==> src/rtl/sipo_frame_controller.sv <==
// Receive sequencer for an idle-high serial line. It detects the start bit,
// samples N data bits (LSB first) at mid-bit, and checks the stop bit. Good
// frames are presented on a valid/ready handshake. Sticky flags record
// framing errors and frames dropped because of overrun.
module sipo_frame_controller #(
  parameter int N            = 4,
  parameter int CLKS_PER_BIT = 4
) (
  input  logic         clk,
  input  logic         reset,
  input  logic         serial_in,
  input  logic         data_ready,
  input  logic         clear_err,
  output logic [N-1:0] data_out,
  output logic         data_valid,
  output logic         frame_error,
  output logic         overrun,
  output logic         busy
);

  localparam int H  = CLKS_PER_BIT / 2;
  localparam int BW = (CLKS_PER_BIT > 2) ? $clog2(CLKS_PER_BIT) : 1;
  localparam int CW = $clog2(N + 1);

  localparam logic [BW-1:0] HALF_LAST = BW'(H - 1);
  localparam logic [BW-1:0] BIT_LAST  = BW'(CLKS_PER_BIT - 1);
  localparam logic [CW-1:0] WORD_LAST = CW'(N - 1);

  typedef enum logic [2:0] {IDLE, START, DATA, STOP, WAIT_IDLE} state_t;

  state_t        state_q, state_d;
  logic [BW-1:0] baud_q, baud_d;
  logic [CW-1:0] bit_q, bit_d;
  logic [N-1:0]  shift_q, shift_d;
  logic [N-1:0]  dout_q, dout_d;
  logic          valid_q, valid_d;
  logic          ferr_q, ferr_d;
  logic          ovr_q, ovr_d;
  logic          busy_q;

  // Next-state, bit timing, shifting, handshake and sticky-flag logic
  always_comb begin
    state_d = state_q;
    baud_d  = baud_q;
    bit_d   = bit_q;
    shift_d = shift_q;
    dout_d  = dout_q;
    valid_d = valid_q && !data_ready;
    ferr_d  = ferr_q && !clear_err;
    ovr_d   = ovr_q && !clear_err;

    case (state_q)
      IDLE: begin
        baud_d = '0;
        if (!serial_in) state_d = START;
      end
      START: begin
        baud_d = baud_q + 1'b1;
        if (baud_q == HALF_LAST) begin
          baud_d = '0;
          if (!serial_in) begin
            state_d = DATA;
            bit_d   = '0;
          end else begin
            state_d = IDLE;
          end
        end
      end
      DATA: begin
        baud_d = baud_q + 1'b1;
        if (baud_q == BIT_LAST) begin
          baud_d         = '0;
          // Shift-then-insert form keeps N == 1 legal (no empty slice)
          shift_d        = shift_q >> 1;
          shift_d[N-1]   = serial_in;
          bit_d          = bit_q + 1'b1;
          if (bit_q == WORD_LAST) state_d = STOP;
        end
      end
      STOP: begin
        baud_d = baud_q + 1'b1;
        if (baud_q == BIT_LAST) begin
          baud_d = '0;
          if (serial_in) begin
            state_d = IDLE;
            if (!valid_q || data_ready) begin
              dout_d  = shift_q;
              valid_d = 1'b1;
            end else begin
              ovr_d = 1'b1;
            end
          end else begin
            ferr_d  = 1'b1;
            state_d = WAIT_IDLE;
          end
        end
      end
      WAIT_IDLE: begin
        baud_d = '0;
        if (serial_in) state_d = IDLE;
      end
      default: begin
        state_d = IDLE;
        baud_d  = '0;
      end
    endcase
  end

  // State and output registers with synchronous active-low reset
  always_ff @(posedge clk) begin
    if (!reset) begin
      state_q <= IDLE;
      baud_q  <= '0;
      bit_q   <= '0;
      shift_q <= '0;
      dout_q  <= '0;
      valid_q <= 1'b0;
      ferr_q  <= 1'b0;
      ovr_q   <= 1'b0;
      busy_q  <= 1'b0;
    end else begin
      state_q <= state_d;
      baud_q  <= baud_d;
      bit_q   <= bit_d;
      shift_q <= shift_d;
      dout_q  <= dout_d;
      valid_q <= valid_d;
      ferr_q  <= ferr_d;
      ovr_q   <= ovr_d;
      busy_q  <= (state_d != IDLE);
    end
  end

  assign data_out    = dout_q;
  assign data_valid  = valid_q;
  assign frame_error = ferr_q;
  assign overrun     = ovr_q;
  assign busy        = busy_q;

endmodule

==> config.mk <==
export PLATFORM = sky130hd
export DESIGN_NAME = sipo_frame_controller
export DESIGN_NICKNAME = d
export VERILOG_FILES = /design/src/rtl/sipo_frame_controller.sv
export SDC_FILE = /design/constraint.sdc
export NUM_CORES = 1
export LEC_CHECK = 0
export BUFFER_PORTS_ARGS = -buffer_cell sky130_fd_sc_hd__buf_2
export CAP_MARGIN = 5
export CORE_MARGIN = 2
export CORE_UTILIZATION = 62
export CTS_BUF_LIST = sky130_fd_sc_hd__clkbuf_4
export DETAILED_ROUTE_END_ITERATION = 10
export GPL_TIMING_DRIVEN = 0
export PLACE_DENSITY = 0.93
export SKIP_CTS_REPAIR_TIMING = 1
export SYNTH_ARGS = -nofsm -noshare
export SYNTH_HDL_FRONTEND = slang
export SYNTH_SLANG_ARGS = --single-unit
==> constraint.sdc <==
create_clock -name clk -period 4.2 [get_ports clk]
set_input_delay 0.42 -clock clk [delete_from_list [all_inputs] [get_ports clk]]
set_output_delay 0.42 -clock clk [all_outputs]
set_load 0.02 [all_outputs]
==> results of run 1 <==
## area by class of cell
type / count / area share
Sequential cell: 20 / 0.376
Buffer: 4 / 0.0165
Timing Repair Buffer: 12 / 0.0565
Inverter: 8 / 0.0282
Clock buffer: 3 / 0.0212
Multi-Input combinational cell: 67 / 0.455
Tap cell: 15 / 0.0176
Clock inverter: 1 / 0.0282
## layout by cell type (no fill, tap or decap), types with 2 or more instances in the layout
master    instances
inv_1             8
and2_1            2
nor3b_1           2
nor2_1            4
a21oi_1           4
o22ai_1           2
nor2b_1           8
a21boi_1          3
clkbuf_4          3
nand3_1           2
and4b_1           2
nand2b_1          6
clkbuf_1          2
dfxtp_1          20
o21ai_0           2
mux2i_1           8
nand2_1           6
buf_2            14
ha_1              5
## critical path: cells and delay by family (launching register included)
family | cells | cell delay (ns)
and+or+nand+nor | 3 | 0.63
muxes | 1 | 0.26
adders and majority gates | 1 | 0.29
DFF | 1 | 0.40
## cell families after synthesis
logic type | Yosys count | synth area share
and+or+nand+nor | 39 | 0.262
DFF | 20 | 0.430
AOI/OAI and AO/OA | 14 | 0.0926
buffers and inverters | 12 | 0.0510
muxes | 9 | 0.0980
adders and majority gates | 5 | 0.0671
## how the worst min path moves through the flow
stage                       endpoint  slack [ns]  depth (start not counted)  startpoint
after floorplan             bit_q[2]        0.44                          2    bit_q[2]
after global placement      bit_q[2]        0.45                          2    bit_q[2]
after detailed placement    bit_q[2]        0.46                          2    bit_q[2]
after CTS                 data_valid        0.43                          2       reset
after global routing      data_valid        0.44                          2       reset
final                     data_valid        0.43                          2       reset
## cells in the mapped netlist, types with 3 or more instances
cell type / n / share of area
nor2_1: 4 / 0.016
dfxtp_1: 20 / 0.43
a21oi_1: 4 / 0.021
ha_1: 5 / 0.067
a21boi_1: 3 / 0.024
nand2_1: 6 / 0.024
nand2b_1: 6 / 0.040
mux2i_1: 8 / 0.086
nor2b_1: 8 / 0.054
inv_1: 8 / 0.032
## metal layers
layer  vias up  global-route usage
met2        34               0.361
li1        368                   -
met1       355               0.293
met3         6              0.0255
met4         0              0.0938
met5         -                   0
## per-stage QoR
step	power, W	hold slack [ns]	cells	utilization
floorplan	0.000213	0.445	99	-
global placement	0.000220	0.454	126	0.749
detailed placement	0.000221	0.458	126	0.749
CTS	0.000374	0.431	130	0.788
global route	0.000383	0.436	130	0.788
finish	0.000375	0.426	130	0.788
## power groups by stage
stage | Sequential (W) | Clock [W] | Combinational, W
4_1_cts | 0.000194 | 0.000157 | 0.0000228
3_3_place_gp | 0.000198 | 0 | 0.0000215
3_5_place_dp | 0.000198 | 0 | 0.0000224
6_report | 0.000194 | 0.000158 | 0.0000229
2_1_floorplan | 0.000199 | 0 | 0.0000137
5_1_grt | 0.000194 | 0.000164 | 0.0000252
## registers in the layout, indices dropped and copies added, names as in the netlist
| signal | cells |
|---|---|
| data_out | 4 |
| bit_q | 3 |
| data_valid | 1 |
| baud_q | 2 |
| state_q | 3 |
| frame_error | 1 |
| busy | 1 |
| overrun | 1 |
| shift_q | 4 |
==> results by group, run 1 <==
Setup path
  • Crit. End Element: flop
  • Startpoint types: flop
  • FF-to-FF setup slack: 2.52 ns
  • Crit-path cells: ha_1 > and4b_1 > nand3_1 > mux2i_1 > nor2b_1
  • Worst setup path endpoint: data_out[3]
  • Worst Setup SP: baud_q[0]
  • WP data arrival: 1.89 ns
  • FF-to-FF Start: baud_q[0]
  • Max stage delay on crit path: 0.40 ns
  • Worst EP required: 4.40 ns
  • Crit path kind: flop to flop
  • R2R depth: 5
  • Worst reg2reg endpoint: data_out[3]
  • Crit Path Max Fanout: 6
  • Crit-path slowest cell: dfxtp_1

Logic synthesis
  • Synth Flop Type: dfxtp_1
  • Mapped Cells: 99
  • Post-synth EDFFs: 0
  • Synth Warn #: 0
  • Yosys reg bits: 20
  • Syn_nets: 109
  • Syn_area_per_cell: 9.42 um2
  • Sequential area share after synthesis: 0.430
  • Synth cell types: 29
  • Synth Cell Area: 932 um2
  • Async SR Flop Fraction: 0

Timing
  • Setup violations, final: 0
  • Final WS setup: 2.52 ns
  • Clk_skew: 0.00544 ns
  • F_max: 594 MHz
  • Worst-Margin Slew: 0.559 ns
  • Crit path time final: 1.68 ns
  • Fin. Hold Viols: 0
  • Post-route setup TNS: 0 ns
  • Max Slew Vio Count: 0
  • RSZ-0062 raised after global routing: false
  • Rel. slew slack: 0.625
  • Post-route clock period utilization: 0.401

Floorplanning
  • Initial Utilization: 0.690
  • Core area: 0.00135 mm2
  • Row Count: 13
  • I/O pins: 13
  • Die area: 0.00183 mm2
  • Die Y: 42.8 um
  • Die Wd: 42.8 um

Global routing
  • First-pass GRT wire length: 3090 um
  • Total track usage: 0.221
  • GR Overflow Total: 0
  • Largest net degree at the start of global routing: 13
  • Vias in the first global route: 691
  • Initial antenna violation count: 0

Clock tree
  • CTS sink count: 20
  • TritonCTS clock tree: yes
  • Worst skew pair latency: 0.30 ns
  • H-tree levels: 1
  • CTS buffer count: 3
  • Longest Clk Path Bufs: 2
  • Reg clk slew, reported paths: 0.12 ns
  • CTS Root Cell: clkbuf_4

Finish
  • Fin area: 0.00106 mm2
  • Fin nets: 126
  • N_diodes: 0
  • Synthesis-to-layout area growth: 14.1%
  • FF/Latch Area: 400 um2
  • Multi-input logic area: 484 um2
  • Fill count: 94
  • Share of cells above drive strength 1: 0.174

Power
  • Internal power: 0.000299 W
  • Clock power frac: 0.421
  • Sw Pwr: 0.0000763 W
  • Switching share of power: 0.203
  • Static leakage: 0.445 nW
  • PwrDens: 353 mW/mm2
  • Max rail drop VDD: 0.234 mV
  • Flop pwr share: 0.518
  • Comb power frac: 0.061

Detailed routing
  • WL final: 1840 um
  • Met2 wire length: 866 um
  • Met3 Routed Length: 100 um
  • Max layer used: met4
  • Final ANT Viol Nets: 0
  • Initial DRC count: 15
  • Pre-antenna DRT Iters: 4
  • Via-to-Cell Ratio: 5.87
  • Drt wl/cell: 14.2 um
  • Residual DRC: 0
  • DR vias: 763
  • Met1 WL: 834 um

Outcome
  • Status: complete, no violations

Placement
  • I/O Buffers: 12
  • Gpl congestion: 0.842
  • Place WS: 2.56 ns
  • Placed cell area: 0.00101 mm2
  • Final HPWL DP: 1260 um

Run
  • Max cap viols: 0

Min path
  • Min-Delay Path Class: primary input to flop
Power figures use the tool's default switching activity.
==> run 2: changes to the inputs <==
- ABC_AREA: not set -> 1
- CORE_UTILIZATION: 62 -> 58
- PLACE_DENSITY: 0.93 -> 0.88
- clock period: 4.2 -> 1.6 ns (I/O delays scaled with it)
==> run 2 against run 1 <==
Against the previous run: final area up 0.82%; setup slack worse by 2.4 ns; maximum frequency up 17%; critical path depth up 1; clock skew down 0.0010 ns; cell count up 26%; critical endpoint is now bit_q[2]; clock power up 53%; via count up 13%; critical path type unchanged; utilization down 9.2 points; first-iteration DRC count up 40%; clock-buffer cell count unchanged; sequential cell count unchanged.
==> results by group, run 2 <==
Logic synthesis
  • Synth top area share: 0.412 (-0.0172)
  • Area contributors post-synth: dfxtp_1 41%, nand2_1 8.9%, nor2_1 8.1%, inv_1 6.6%, ha_1 6.4%
  • Synth cell types: 22 (-24%)
  • Async SR Flop Fraction: 0 (unchanged)
  • Synth area leader: dfxtp_1
  • Mapped Cells: 133 (+34%)
  • Synth Cell Area: 971 um2 (+4.2%)
  • Syn_nets: 143 (+31%)
  • Yosys reg bits: 20 (unchanged)
  • Post-synth EDFFs: 0 (unchanged)
  • Cell with the most instances after synthesis: nand2_1
  • Sequential area share after synthesis: 0.412 (-0.0172)
  • Top cells by count, synth: 23 x nand2_1, 21 x nor2_1, 20 x dfxtp_1
  • Syn_area_per_cell: 7.30 um2 (-22%)
  • Synth Flop Type: dfxtp_1
  • Synth Warn #: 0 (unchanged)

Setup path
  • Crit. End Element: flop
  • Max stage delay on crit path: 0.38 ns (-0.02 ns)
  • Most used cell, CP: nand2_2
  • Crit-path slowest cell: dfxtp_1
  • Crit-path cells: ha_1 > nand4_1 > nand2_2 > nand2_2 > nor2_1 > nor2_2
  • Startpoint types: flop
  • Crit Path Max Fanout: 7 (+1)
  • Crit path kind: flop to flop
  • Worst EP required: 1.80 ns (-2.60 ns)
  • WP data arrival: 1.63 ns (-0.26 ns)

Placement
  • Gpl congestion: 0.844 (+0.23%)
  • Place WS: 0.187 ns (-2.37 ns)
  • I/O Buffers: 11 (-1)
  • Cell total after placement: 160 (+27%)
  • Placed cell area: 0.00105 mm2 (+3.5%)
  • Final HPWL DP: 1310 um (+4.0%)

Detailed routing
  • WL final: 1640 um (-11%)
  • Drt wl/cell: 10.0 um (-29%)
  • Initial DRC count: 21 (+6)
  • Residual DRC: 0 (unchanged)
  • Via-to-Cell Ratio: 5.28 (-10%)
  • Final ANT Viol Nets: 0 (unchanged)
  • DR vias: 866 (+13%)
  • Pre-antenna DRT Iters: 4 (unchanged)

Timing
  • F_max: 697 MHz (+17%)
  • RSZ-0062 raised after global routing: false
  • Post-route clock period utilization: 0.897 (+0.496)
  • Fin. Hold Viols: 0 (unchanged)
  • Rel. slew slack: 0.718 (+0.0932)
  • Setup violations, final: 0 (unchanged)
  • Post-route setup TNS: 0 ns (unchanged)
  • Clk_skew: 0.00442 ns (-0.00102 ns)
  • Max Slew Vio Count: 0 (unchanged)
  • Final WS setup: 0.165 ns (-2.35 ns)
  • Crit path time final: 1.44 ns (-0.249 ns)
  • Worst-Margin Slew: 0.422 ns (-0.137 ns)

Finish
  • Fin util: 0.696 (-0.0921)
  • Synthesis-to-layout area growth: 10.4%
  • Fill count: 129 (+37%)
  • Fin area: 0.00107 mm2 (+0.82%)
  • Most common cell after layout, fill and taps aside: nand2_1
  • Most frequent cells in the layout: 23 x nand2_1, 21 x nor2_1, 20 x dfxtp_1
  • Final Non-Filler Cells: 164 (+26%)
  • Share of cells above drive strength 1: 0.182 (+0.00852)
  • N_diodes: 0 (unchanged)
  • Fin nets: 159 (+26%)

Floorplanning
  • Initial Utilization: 0.630 (-0.0606)
  • Core area: 0.00154 mm2 (+14%)
  • Row Count: 14 (+1)
  • Die Wd: 44.9 um (+5.0%)
  • I/O pins: 13 (unchanged)
  • Die area: 0.00202 mm2 (+10%)
  • Die Y: 44.9 um (+5.0%)

Power
  • PwrDens: 829 mW/mm2 (+140%)
  • Static leakage: 0.481 nW (+8.0%)
  • Max rail drop VDD: 0.414 mV (+77%)

Global routing
  • Initial antenna violation count: 0 (unchanged)
  • Vias in the first global route: 749 (+8.4%)
  • Met1 GRT Util: 0.249 (-0.0432)
  • Most Used Layer, Global Route: met2
  • Met2 usage: 0.339 (-0.0215)
  • Met3 Usage GRT: 0.0480 (+0.0225)
  • GR Overflow Total: 0 (unchanged)
  • Total track usage: 0.198 (-0.0229)
  • First-pass GRT wire length: 2970 um (-3.8%)
  • Largest net degree at the start of global routing: 12 (-1)

Min path
  • Min-Delay Path Class: primary input to flop

Run
  • Max cap viols: 0 (unchanged)

Clock tree
  • CTS sink count: 20 (unchanged)
  • CTS Root Cell: clkbuf_4
  • Reg clk slew, reported paths: 0.11 ns (about the same)
  • Worst skew pair latency: 0.29 ns (about the same)
  • TritonCTS clock tree: yes
  • CTS buffer count: 3 (unchanged)
  • Longest Clk Path Bufs: 2 (unchanged)
  • H-tree levels: 1 (unchanged)

Outcome
  • Status: complete, no violations
-- run 2: changes by cell type after synthesis, sizes merged, moves of 4 or more --
| cell | delta |
|---|---|
| a21boi | -4 |
| nand3 | +11 |
| nand2b | -6 |
| inv | +11 |
| nor2 | +19 |
| a21oi | +7 |
| nor2b | -8 |
| mux2i | -8 |
| o21ai | +4 |
| nand2 | +21 |
-- run 2: stage by stage --
step | hold WS (ns) | total power, W
2_1_floorplan | 0.327 | 0.000630
3_3_place_gp | 0.426 | 0.000653
3_5_place_dp | 0.439 | 0.000659
4_1_cts | 0.114 | 0.000896
5_1_grt | 0.132 | 0.000934
6_report | 0.114 | 0.000889
-- run 2: power breakdown --
part,leakage [nW],switching (W),internal (W)
clock network,0.0154,0.000151,0.0000906
registers,0.162,0.0000150,0.000515
logic,0.303,0.0000761,0.0000411
total,0.481,0.000242,0.000647
-- run 2: final timing paths --
path              slack [ns]      start  cells past startpoint  endpoint
setup / recovery        0.16  baud_q[0]                      6  bit_q[2]
hold / removal          0.11  clear_err                      4   overrun
setup reg to reg        0.16  baud_q[0]                      6  bit_q[2]
hold reg to reg         0.46    overrun                      2   overrun
-- run 2: area by class of cell --
| class | count | area, um2 | area share |
|---|---|---|---|
| buffer | 3 | 15.0 | 0.0140 |
| clock buffer | 3 | 22.5 | 0.0210 |
| clock inverter | 1 | 3.75 | 0.00350 |
| inverter | 19 | 71.3 | 0.0665 |
| multi-input combinational | 91 | 484 | 0.452 |
| sequential | 20 | 400 | 0.373 |
| tap | 16 | 20.0 | 0.0187 |
| timing repair buffer | 11 | 55.1 | 0.0513 |
-- run 2: metal layers --
layer / vias to the layer above / part of all wire
met5: - / 0
met4: 0 / 0.0079
met3: 2 / 0.063
met2: 26 / 0.48
met1: 385 / 0.45
li1: 453 / -
-- run 2: logic make-up after synthesis --
group	share of synthesized area
buffers and inverters	0.0889
AOI/OAI and AO/OA	0.0876
and+or+nand+nor	0.347
DFF	0.412
adders and majority gates	0.0644
-- run 2: critical path, delay by kind of cell, from the launching register on --
| kind | cells | cell delay, ns |
|---|---|---|
| and+or+nand+nor | 5 | 0.71 |
| DFF | 1 | 0.38 |
| adders and majority gates | 1 | 0.24 |
